## src/rtl/fifo_uart_pkg.sv

```systemverilog
// Shared types and constants for the FIFO-fed 8N1 UART transmitter.
package fifo_uart_pkg;

    localparam int unsigned DATA_BITS     = 8;
    localparam logic        TX_IDLE_LEVEL = 1'b1;

    typedef enum logic [2:0] {
        S_IDLE   = 3'd0,
        S_POP    = 3'd1,
        S_LOAD   = 3'd2,
        S_START  = 3'd3,
        S_DATA   = 3'd4,
        S_PARITY = 3'd5,
        S_STOP   = 3'd6
    } state_e;

endpackage

```

## src/rtl/uart_bit_timer.sv

```systemverilog
// Baud counter: counts 0..CLKS_PER_BIT-1, flags the last cycle of each bit period.
module uart_bit_timer #(
    parameter int unsigned CLKS_PER_BIT = 16
) (
    input  logic clk,
    input  logic rstn,
    input  logic restart,
    output logic bit_tick
);

    localparam int unsigned CNT_W = (CLKS_PER_BIT > 1) ? $clog2(CLKS_PER_BIT) : 1;

    logic [CNT_W-1:0] cnt_q;
    logic [CNT_W-1:0] cnt_d;

    assign bit_tick = (cnt_q == CNT_W'(CLKS_PER_BIT - 1));

    always_comb begin
        cnt_d = cnt_q + CNT_W'(1);
        if (restart || bit_tick) begin
            cnt_d = '0;
        end
    end

    always_ff @(posedge clk or negedge rstn) begin
        if (!rstn) begin
            cnt_q <= '0;
        end else begin
            cnt_q <= cnt_d;
        end
    end

endmodule

```

## src/rtl/fifo_uart_tx.sv

```systemverilog
// Pops bytes from the upstream FIFO and serialises them as 8N1 UART frames.
// Optional even parity bit is enabled by defining FIFO_UART_TX_PARITY_EN.
module fifo_uart_tx
    import fifo_uart_pkg::*;
#(
    parameter int unsigned CLKS_PER_BIT = 16,
    parameter int unsigned DATA_W       = 8
) (
    input  logic              clk,
    input  logic              rstn,
    input  logic              tx_en,
    input  logic              fifo_empty,
    input  logic [DATA_W-1:0] fifo_data,
    output logic              fifo_rd_en,
    output logic              tx,
    output logic              busy,
    output logic              frame_done
);

    state_e            state_q;
    state_e            state_d;
    logic [DATA_W-1:0] shift_q;
    logic [DATA_W-1:0] shift_d;
    logic [2:0]        bit_cnt_q;
    logic [2:0]        bit_cnt_d;
    logic              tx_q;
    logic              tx_d;
    logic              bit_tick;
    logic              restart;
`ifdef FIFO_UART_TX_PARITY_EN
    logic              parity_q;
    logic              parity_d;
`endif

    // Baud counter restarts on every state entry so each bit state gets a full period.
    assign restart = (state_d != state_q);

    uart_bit_timer #(
        .CLKS_PER_BIT(CLKS_PER_BIT)
    ) u_bit_timer (
        .clk     (clk),
        .rstn    (rstn),
        .restart (restart),
        .bit_tick(bit_tick)
    );

    always_ff @(posedge clk or negedge rstn) begin
        if (!rstn) begin
            state_q <= S_IDLE;
        end else begin
            state_q <= state_d;
        end
    end

    always_comb begin
        state_d = state_q;
        case (state_q)
            S_IDLE:  if (tx_en && !fifo_empty) state_d = S_POP;
            S_POP:   state_d = S_LOAD;
            S_LOAD:  state_d = S_START;
            S_START: if (bit_tick) state_d = S_DATA;
            S_DATA: begin
                if (bit_tick && (bit_cnt_q == 3'(DATA_BITS - 1))) begin
`ifdef FIFO_UART_TX_PARITY_EN
                    state_d = S_PARITY;
`else
                    state_d = S_STOP;
`endif
                end
            end
`ifdef FIFO_UART_TX_PARITY_EN
            S_PARITY: if (bit_tick) state_d = S_STOP;
`endif
            // Back-to-back frames skip IDLE; the decision uses only this edge's inputs.
            S_STOP: begin
                if (bit_tick) begin
                    state_d = (tx_en && !fifo_empty) ? S_POP : S_IDLE;
                end
            end
            default: state_d = S_IDLE;
        endcase
    end

    always_comb begin
        fifo_rd_en = 1'b0;
        busy       = 1'b0;
        frame_done = 1'b0;
        fifo_rd_en = (state_q == S_POP);
        busy       = (state_q != S_IDLE);
        frame_done = (state_q == S_STOP) && bit_tick;
    end

    // Datapath: tx is computed from the next state so it changes on bit-state entry.
    always_comb begin
        shift_d   = shift_q;
        bit_cnt_d = bit_cnt_q;
        tx_d      = TX_IDLE_LEVEL;
`ifdef FIFO_UART_TX_PARITY_EN
        parity_d  = parity_q;
`endif
        if (state_q == S_LOAD) begin
            shift_d   = fifo_data;
            bit_cnt_d = '0;
`ifdef FIFO_UART_TX_PARITY_EN
            parity_d  = ^fifo_data;
`endif
        end else if ((state_q == S_DATA) && bit_tick) begin
            shift_d   = shift_q >> 1;
            bit_cnt_d = bit_cnt_q + 3'd1;
        end
        case (state_d)
            S_START:  tx_d = 1'b0;
            S_DATA:   tx_d = shift_d[0];
`ifdef FIFO_UART_TX_PARITY_EN
            S_PARITY: tx_d = parity_q;
`endif
            default:  tx_d = TX_IDLE_LEVEL;
        endcase
    end

    always_ff @(posedge clk or negedge rstn) begin
        if (!rstn) begin
            shift_q   <= '0;
            bit_cnt_q <= '0;
            tx_q      <= TX_IDLE_LEVEL;
`ifdef FIFO_UART_TX_PARITY_EN
            parity_q  <= 1'b0;
`endif
        end else begin
            shift_q   <= shift_d;
            bit_cnt_q <= bit_cnt_d;
            tx_q      <= tx_d;
`ifdef FIFO_UART_TX_PARITY_EN
            parity_q  <= parity_d;
`endif
        end
    end

    assign tx = tx_q;

endmodule

```

## config.mk

```make
export PLATFORM = sky130hd
export DESIGN_NAME = fifo_uart_tx
export DESIGN_NICKNAME = d
export VERILOG_FILES = /design/src/rtl/fifo_uart_pkg.sv /design/src/rtl/uart_bit_timer.sv /design/src/rtl/fifo_uart_tx.sv
export SDC_FILE = /design/constraint.sdc
export NUM_CORES = 1
export LEC_CHECK = 0
export ABC_CLOCK_PERIOD_IN_PS = 3700
export BUFFER_PORTS_ARGS = -buffer_cell sky130_fd_sc_hd__buf_4
export CELL_PAD_IN_SITES_DETAIL_PLACEMENT = 2
export CELL_PAD_IN_SITES_GLOBAL_PLACEMENT = 2
export CORE_MARGIN = 2
export CORE_UTILIZATION = 35
export DETAILED_ROUTE_END_ITERATION = 16
export GPL_TIMING_DRIVEN = 0
export PLACE_DENSITY = 0.87
export SLEW_MARGIN = 20
export SYNTH_ARGS = -nofsm -noshare
export SYNTH_HDL_FRONTEND = slang
export SYNTH_SLANG_ARGS = --single-unit
```

## constraint.sdc

```tcl
create_clock -name clk -period 3.7 [get_ports clk]
set_input_delay 0.37 -clock clk [delete_from_list [all_inputs] [get_ports clk]]
set_output_delay 0.37 -clock clk [all_outputs]
set_load 0.02 [all_outputs]
```

==> results of run 1 <==
[area by class of cell]
class,instances,share of cell area [%]
multi-input combinational,75,38.0
timing repair buffer,16,10.7
tap,30,3.28
buffer,6,3.28
sequential,19,41.6
inverter,2,0.656
clock buffer,3,1.97
clock inverter,1,0.437
[worst paths after layout]
| check | cells past startpoint | to | startpoint | slack, ps |
|---|---|---|---|---|
| worst max-delay path | 6 | frame_done | u_bit_timer.cnt_q[0]$_DFF_PN0_ | 1570 |
| worst min-delay path | 3 | shift_q[7]$_DFFE_PN0P_ | fifo_data[7] | 250 |
| worst max register to register | 6 | tx$_DFF_PN1_ | state_q[1]$_DFF_PN0_ | 1970 |
| worst min register to register | 1 | u_bit_timer.cnt_q[0]$_DFF_PN0_ | u_bit_timer.cnt_q[0]$_DFF_PN0_ | 490 |
| max in group asynchronous | 2 | tx$_DFF_PN1_ | rstn | 2980 |
| min in group asynchronous | 2 | shift_q[2]$_DFFE_PN0P_ | rstn | 460 |
[through the flow]
step	setup WS [ps]	hold WS, ps	util, %
after floorplan	1880	74.4	-
after global placement	1990	259	43.5
after detailed placement	1930	260	43.5
after CTS	1540	256	45.0
after global routing	1450	282	45.0
final	1570	254	45.0
[state kept, by name, summed over array words and instances, names as in the netlist]
signal and flops:
tx 1, bit_cnt_q 3, u_bit_timer.cnt_q 4, state_q 3
shift_q 8
[critical path, stage by stage (launching register included)]
cell and delay (ps):
dfrtp_1 400, ha_1 230, and3_1 160, buf_2 160
nand2_1 120, nor3b_1 220, buf_4 170
[power breakdown]
group	total, W	leakage [nW]	switching, W	internal, W
logic	0.0000217	0.289	0.0000100	0.0000116
registers	0.000215	0.218	0.00000226	0.000212
clock network	0.000112	0.0177	0.0000714	0.0000404
[layer usage]
layer | up-vias | part of all wire, % | track usage, %
met4 | 0 | 1.7 | 7.48
li1 | 388 | - | -
met1 | 414 | 44 | 21.8
met2 | 14 | 52 | 30.6
met3 | 4 | 3.0 | 2.30
met5 | - | 0 | 0
[cells in the final DEF, fill, tap and decap left out, types with 2 or more instances in the layout]
master	n
buf_2	3
ha_1	3
clkbuf_4	3
buf_4	16
a31oi_1	2
nand2_1	23
dfrtp_1	18
a21oi_1	3
nor2_1	9
o22ai_1	2
inv_1	2
nand3_1	4
nor3b_1	2
o21ai_0	6
a22oi_1	4
[cell families (layout without fill, tap and decap cells)]
| logic type | after synthesis | after routing | synth area share [%] |
|---|---|---|---|
| and+or+nand+nor | 47 | 47 | 23.3 |
| AOI/OAI and AO/OA | 23 | 23 | 16.5 |
| DFF | 19 | 19 | 49.8 |
| buffers and inverters | 8 | 28 | 4.71 |
| adders and majority gates | 3 | 3 | 3.92 |
| xor gates and xnor gates | 2 | 2 | 1.83 |
==> metrics, run 1 <==
setup TNS=0 ps; die height=56.3 um; Final Hold Fails=0; row cnt=18; worst hold path class=in2reg; Required @ worst endpoint=3330 ps; period utilisation layout=57.5%; Final Power=0.000348 W; Mapped Cells=102; Starting Density=37.6%; first-pass GRT wire length=4320 um; footprint of the multi-input gates=435 um^2; DRC=0; RSZ-0062 raised after global routing=false; most area-consuming cells after synthesis=dfrtp_1 (47%), nand2_1 (9.0%), ha_1 (3.9%); antenna diode count=0; pwr dens=304 nW/um^2; sequential area share after synthesis=49.8%; Post-synth EDFFs=0; H-tree lvl count=1; Syn-to-layout area delta=19.6%; grt total ovfl=0; FF+latch area=477 um^2; fin crit period=2130 ps; Cell Area, Placed=1110 um^2; Yosys Warn Count=0; Root Buffer Master=clkbuf_4; final std cells w/o fill=152; clk buf depth=2; buffer count from post-CTS setup fixing=0; PortBufs=15; clock skew=12.2 ps; remaining antenna violation count=0; drt total wl=2500 um; vias in the first global route=913; CTS tree=done; DIE WIDTH=56.3 um; Max Fanout on Critical Path=6; worst-skew pair later-pin latency=310 ps; Least-Margin Pin Slew=552 ps; post-synth top area share=47.1%; full die area=3170 um^2; clk slew on worst S/H paths=120 ps; gr usage total=17.6%; First DRT Iteration DRCs=7; Crit Path Category=reg2out; via-per-instance ratio=5.39; dpl hpwl=1920 um; Post-Syn Nets=117; asr flop ratio synth=100%; via count=820; Leakage=0.524 nW; post-cts sizing count=0; CTS sink cnt=19; Wirelength per Cell=16.4 um; core area=2540 um^2; Mean Syn Cell Area=9.38 um^2; CTS buffer count=3; CP endpoint kind=output pin; area leader, netlist=dfrtp_1; Post-Syn Area=957 um^2; Rel. slew slack=62.9%; first-pass iteration count of the detailed router=4; post-route cell area=1140 um^2; most common flop cell mapped by yosys=dfrtp_1; VDD IR max=180 uV; Slew Limit Fails=0; fmax=470 MHz; crit path DAT=1760 ps; hold-fix buffers at CTS=1; share of cells above drive strength 1=24.6%; maxcap violations=0; count leader, synth=nand2_1; Cells after DPL=147; final setup violation count=0; RD Place Congestion=0.751; largest net degree at the start of global routing=20; Layout fillers=288; Distinct cells, synth=34; CP Launch Type=register; NumNets Final=138; IO Count=16; outcome=completed; Post-synth top cells=nand2_1 (23), dfrtp_1 (18), nor2_1 (9); initial antenna violation count=0; FF+latch count, synth=19
(Power assumes the default switching activity.)
==> run 2, diff against run 1 <==
--- a/config.mk
+++ b/config.mk
@@ -5,15 +5,15 @@
 export SDC_FILE = /design/constraint.sdc
 export NUM_CORES = 1
 export LEC_CHECK = 0
-export ABC_CLOCK_PERIOD_IN_PS = 3700
+export ABC_CLOCK_PERIOD_IN_PS = 2000
 export BUFFER_PORTS_ARGS = -buffer_cell sky130_fd_sc_hd__buf_4
 export CELL_PAD_IN_SITES_DETAIL_PLACEMENT = 2
 export CELL_PAD_IN_SITES_GLOBAL_PLACEMENT = 2
 export CORE_MARGIN = 2
-export CORE_UTILIZATION = 35
+export CORE_UTILIZATION = 33
 export DETAILED_ROUTE_END_ITERATION = 16
 export GPL_TIMING_DRIVEN = 0
-export PLACE_DENSITY = 0.87
+export PLACE_DENSITY = 0.83
 export SLEW_MARGIN = 20
 export SYNTH_ARGS = -nofsm -noshare
 export SYNTH_HDL_FRONTEND = slang
==> constraint.sdc (replaced) <==
create_clock -name clk -period 2 [get_ports clk]
set_input_delay 0.2 -clock clk [delete_from_list [all_inputs] [get_ports clk]]
set_output_delay 0.2 -clock clk [all_outputs]
set_load 0.02 [all_outputs]
==> run 2 against run 1 <==
  * Final cell count rose by 0.66%
  * Clock power grew 82%
  * Hold slack worse by 160 ps
  * Non-clock buffer count unchanged
  * Power rose by 84%
  * Combinational power rose by 83%
  * Wire length decreased by 5.2%
  * Cell area rose by 0.98%
  * Critical path type unchanged
  * Largest power group unchanged
==> metrics, run 2 (synthesized netlist as in run 1, its figures left out) <==
outcome=completed; drt total wl=2370 um; period utilisation layout=94.1%; buffer count from post-CTS setup fixing=0; gr usage total=16.3%; full die area=3350 um^2; initial antenna violation count=0; utilization after layout=41.9%; Slowest-stage cell, CP=dfrtp_1; Top reg by flops=shift_q; antenna diode count=0; Cells after DPL=148; core area=2760 um^2; largest net degree at the start of global routing=20; first-pass GRT wire length=4000 um; Rel. slew slack=60.7%; Final Hold Fails=0; fmax=531 MHz; Starting Density=34.7%; CTS sink cnt=19; dpl hpwl=1720 um; max reg flops=8; final setup margin=117 ps; DRC=0; final setup violation count=0; die height=57.9 um; commonest non-fill, non-tap cell in the layout=nand2_1; clk slew on worst S/H paths=110 ps; Wirelength per Cell=15.5 um; CTS tree=done; Syn-to-layout area delta=20.8%; Crit Path Category=reg2out; Required @ worst endpoint=1800 ps; crit path DAT=1680 ps; worst-skew pair later-pin latency=310 ps; Max Fanout on Critical Path=6; CP endpoint kind=output pin; RD Place Congestion=0.706; share of cells above drive strength 1=27.0%; first-pass iteration count of the detailed router=4; row cnt=19; setup TNS=0 ps; final std cells w/o fill=153; Slew Limit Fails=0; remaining antenna violation count=0; pwr dens=554 nW/um^2; Setup WS pre-CTS=242 ps; Leakage=0.527 nW; largest registers=shift_q: 8 flops, u_bit_timer.cnt_q: 4 flops; Least-Margin Pin Slew=584 ps; clk buf depth=2; worst hold path class=in2reg; H-tree lvl count=1; most frequent cells in the layout=nand2_1 (22), dfrtp_1 (18), buf_4 (16), nor2_1 (9), o21ai_0 (6); VDD IR max=420 uV; clock skew=4.44 ps; First DRT Iteration DRCs=16; Critical Path, Cell by Cell=ha_2 -> and3_1 -> buf_2 -> nand2_2 -> nor3b_2 -> buf_4; CTS buffer count=3; grt total ovfl=0; fin crit period=1880 ps; CP Launch Type=register; via count=794; Root Buffer Master=clkbuf_4; DIE WIDTH=57.9 um; vias in the first global route=862; IO Count=16; biggest cell delay along the critical path=410 ps; post-route cell area=1160 um^2; NumNets Final=138; Cell Area, Placed=1110 um^2; via-per-instance ratio=5.19; PortBufs=15; maxcap violations=0
[run 2: cell counts in the layout (fill, tap and decap cells not counted)]
Identical to the previous run, type by type.
[run 2: critical path: cells and delay by family (launching register included)]
| kind | cells | cell delay [ps] |
|---|---|---|
| simple gates | 3 | 430 |
| buf+inv | 2 | 320 |
| flops | 1 | 410 |
| fa+ha+maj | 1 | 220 |
[run 2: worst paths after layout]
| check | endpoint | slack, ps | startpoint | cells after the start |
|---|---|---|---|---|
| max in group asynchronous | tx$_DFF_PN1_ | 1450 | rstn | 2 |
| min reg2reg | shift_q[5]$_DFFE_PN0P_ | 500 | shift_q[5]$_DFFE_PN0P_ | 2 |
| min in group asynchronous | u_bit_timer.cnt_q[1]$_DFF_PN0_ | 280 | rstn | 2 |
| min | shift_q[7]$_DFFE_PN0P_ | 100 | fifo_data[7] | 3 |
| max reg2reg | tx$_DFF_PN1_ | 220 | state_q[0]$_DFF_PN0_ | 7 |
| max | frame_done | 120 | u_bit_timer.cnt_q[0]$_DFF_PN0_ | 6 |
[run 2: area by class of cell]
type                       instances  area (um^2)
buffer                             6         37.5
clock buffer                       3         22.5
clock inverter                     1         5.00
fill                             321         1600
inverter                           2         7.51
multi-input combinational         75          445
sequential                        19          477
tap                               31         38.8
timing repair buffer              16          123
[run 2: metrics by stage]
stage / hold WS [ps] / total power [W]
after floorplan: -95.6 / 0.000414
after global placement: 87.9 / 0.000441
after detailed placement: 91.5 / 0.000444
after CTS: 85.3 / 0.000653
after global routing: 98.7 / 0.000668
final: 96.7 / 0.000640
[run 2: metal layers]
layer / GRT usage, % / vias to the layer above / part of all wire (%)
li1: - / 393 / -
met1: 19.2 / 381 / 44
met2: 26.9 / 14 / 49
met3: 4.69 / 6 / 3.7
met4: 8.31 / 0 / 2.7
met5: 0 / - / 0
[run 2: timing repair]
action / 4_1_cts / 5_1_grt
hold buffers: 1 / 0
resized for setup: 0 / 3
endpoints found under the hold margin: 19 / 0
endpoints found under the setup margin: 0 / 1
[run 2: power by group]
group	total [W]	switching (W)	internal, W
clock network	0.000204	0.000129	0.0000750
logic	0.0000397	0.0000182	0.0000215
registers	0.000397	0.00000382	0.000393
==> run 3, diff against run 2 <==
--- a/config.mk
+++ b/config.mk
@@ -5,15 +5,16 @@
 export SDC_FILE = /design/constraint.sdc
 export NUM_CORES = 1
 export LEC_CHECK = 0
+export ABC_AREA = 1
 export ABC_CLOCK_PERIOD_IN_PS = 2000
 export BUFFER_PORTS_ARGS = -buffer_cell sky130_fd_sc_hd__buf_4
 export CELL_PAD_IN_SITES_DETAIL_PLACEMENT = 2
 export CELL_PAD_IN_SITES_GLOBAL_PLACEMENT = 2
 export CORE_MARGIN = 2
-export CORE_UTILIZATION = 33
+export CORE_UTILIZATION = 32
 export DETAILED_ROUTE_END_ITERATION = 16
 export GPL_TIMING_DRIVEN = 0
-export PLACE_DENSITY = 0.83
+export PLACE_DENSITY = 0.82
 export SLEW_MARGIN = 20
 export SYNTH_ARGS = -nofsm -noshare
 export SYNTH_HDL_FRONTEND = slang
==> run 3 against run 2 <==
  * Count of clock-buffer cells in the layout rose by 1
  * Final cell count up 4.6%
  * Hold slack improved by 36 ps
  * Cell area increased by 0.11%
  * Critical path depth decreased by 2
  * Clock skew rose by 2.4 ps
==> metrics, run 3 <==
internal power=0.000492 W; Mean Syn Cell Area=8.90 um^2; first-pass GRT wire length=4050 um; antenna diode count=0; clock share of power=30.2%; NumNets Final=145; drt total wl=2300 um; commonest non-fill, non-tap cell in the layout=nand2_1; CTS tree=done; Crit Path Category=reg2out; switching share of power=21.5%; Slew Limit Fails=0; clock skew=6.89 ps; Yosys Warn Count=0; Wirelength per Cell=14.4 um; Final Hold Fails=0; Least-Margin Pin Slew=259 ps; Post-Syn Nets=124; via-per-instance ratio=5.11; buffer count from post-CTS setup fixing=0; Comb power frac=6.5%; RSZ-0062 raised after global routing=false; most frequent cells in the layout=nand2_1 (24), dfrtp_1 (18), buf_4 (15), nor2_1 (14), inv_1 (11); VDD IR max=284 uV; Post-Syn Area=970 um^2; post-cts sizing count=0; P_sw=0.000134 W; CTS sink cnt=19; full die area=3490 um^2; Root Buffer Master=clkbuf_4; sequential area share after synthesis=49.2%; vias in the first global route=904; core area=2830 um^2; area leader, netlist=dfrtp_1; period utilisation layout=79.9%; worst hold path class=in2reg; Layout fillers=334; crit path DAT=1400 ps; utilization after layout=40.9%; max reg flops=8; clk buf depth=2; IO Count=16; largest net degree at the start of global routing=20; die height=59.0 um; clk slew on worst S/H paths=100 ps; remaining antenna violation count=0; Required @ worst endpoint=1800 ps; PortBufs=15; asr flop ratio synth=100%; Syn-to-layout area delta=19.4%; Post-synth EDFFs=0; Top reg by flops=shift_q; dpl hpwl=1830 um; Flop pwr share=63.3%; pwr dens=541 nW/um^2; worst-skew pair later-pin latency=290 ps; Post-synth top cells=nand2_1 (24), dfrtp_1 (18), nor2_1 (14); outcome=completed; Starting Density=34.3%; gr usage total=15.6%; setup TNS=0 ps; Max Fanout on Critical Path=6; First DRT Iteration DRCs=13; post-synth top area share=46.5%; Rel. slew slack=82.7%; fmax=626 MHz; most area-consuming cells after synthesis=dfrtp_1 (46%), nand2_1 (9.3%), nor2_1 (5.4%); maxcap violations=0; grt total ovfl=0; Distinct cells, synth=24; DRC=0; H-tree lvl count=1; CP endpoint kind=output pin; final setup violation count=0; RD Place Congestion=0.806; via count=817; fin crit period=1600 ps; CTS buffer count=3; initial antenna violation count=0; DIE WIDTH=59.0 um; first-pass iteration count of the detailed router=3; FF+latch count, synth=19; Mapped Cells=109; CP Launch Type=register; most common flop cell mapped by yosys=dfrtp_1; Leakage=0.610 nW; largest registers=shift_q: 8 flops, u_bit_timer.cnt_q: 4 flops; row cnt=19; count leader, synth=nand2_1; share of cells above drive strength 1=26.4%
## run 3: cell count changes in the layout (fill, tap and decap cells not counted), moves of 3 or more
cell,change
inv_1,+9
nor2_1,+5
nand3_2,+4
o21ai_0,-4
a22o_1,+3
buf_2,-3
inv_2,+3
## run 3: path summary, 6_finish.rpt
check	startpoint	to	slack, ps	cells past startpoint
worst max-delay path	u_bit_timer.cnt_q[0]$_DFF_PN0_	frame_done	400	4
worst min-delay path	fifo_data[3]	shift_q[3]$_DFFE_PN0P_	130	3
worst max register to register	u_bit_timer.cnt_q[0]$_DFF_PN0_	u_bit_timer.cnt_q[3]$_DFF_PN0_	460	9
worst min register to register	u_bit_timer.cnt_q[0]$_DFF_PN0_	u_bit_timer.cnt_q[0]$_DFF_PN0_	500	1
max in group asynchronous	rstn	tx$_DFF_PN1_	1430	2
min in group asynchronous	rstn	shift_q[3]$_DFFE_PN0P_	300	2
## run 3: layout make-up
type	instances	area, um^2	area share, %
inverters	15	58.8	5.08
well taps	31	38.8	3.35
plain buffers	1	11.3	0.973
flip-flops and latches	19	477	41.2
multi-input cells	74	423	36.5
clock buffers	4	26.3	2.27
repair buffers	16	123	10.6
## run 3: routing by layer
metal	GRT usage (%)	vias to the layer above	routed length (um)
met2	28.9	10	1250
met4	6.82	0	18
met3	1.97	2	71
met1	17.8	411	959
li1	-	394	-
met5	0	-	0
## run 3: power groups by stage
stage | Combinational (W) | Clock (W) | Sequential [W]
2_1_floorplan | 0.0000107 | 0 | 0.000404
3_3_place_gp | 0.0000391 | 0 | 0.000403
3_5_place_dp | 0.0000403 | 0 | 0.000404
4_1_cts | 0.0000420 | 0.000205 | 0.000397
5_1_grt | 0.0000464 | 0.000213 | 0.000397
6_report | 0.0000406 | 0.000189 | 0.000396
## run 3: repair_timing
item,in CTS,in global routing
endpoints found under the setup margin,0,0
endpoints found under the hold margin,18,0
hold buffers,1,0
## run 3: stage by stage
stage / power [W] / instance area [um^2] / hold WS, ps / std cells / setup slack (ps)
floorplan: 0.000415 / 970 / -95.6 / 109 / 679
global placement: 0.000443 / 1120 / 88.1 / 155 / 521
detailed placement: 0.000444 / 1120 / 91.3 / 155 / 432
CTS: 0.000643 / 1160 / 119 / 160 / 358
global route: 0.000656 / 1160 / 140 / 160 / 289
finish: 0.000626 / 1160 / 132 / 160 / 401
## run 3: cells by family (layout without fill, tap and decap cells)
| family | after synthesis | count (layout) | synth area share [%] |
|---|---|---|---|
| fa+ha+maj | 3 | 3 | 3.87 |
| compound gates | 14 | 14 | 10.5 |
| flops | 19 | 19 | 49.2 |
| xor+xnor | 2 | 2 | 1.81 |
| buf+inv | 16 | 36 | 7.23 |
| simple gates | 55 | 55 | 27.5 |
## run 3: critical path, stage by stage (launching register included)
cell     delay [ps]
dfrtp_1         400
ha_1            240
nand3_2         180
nor2_1          140
buf_4           150
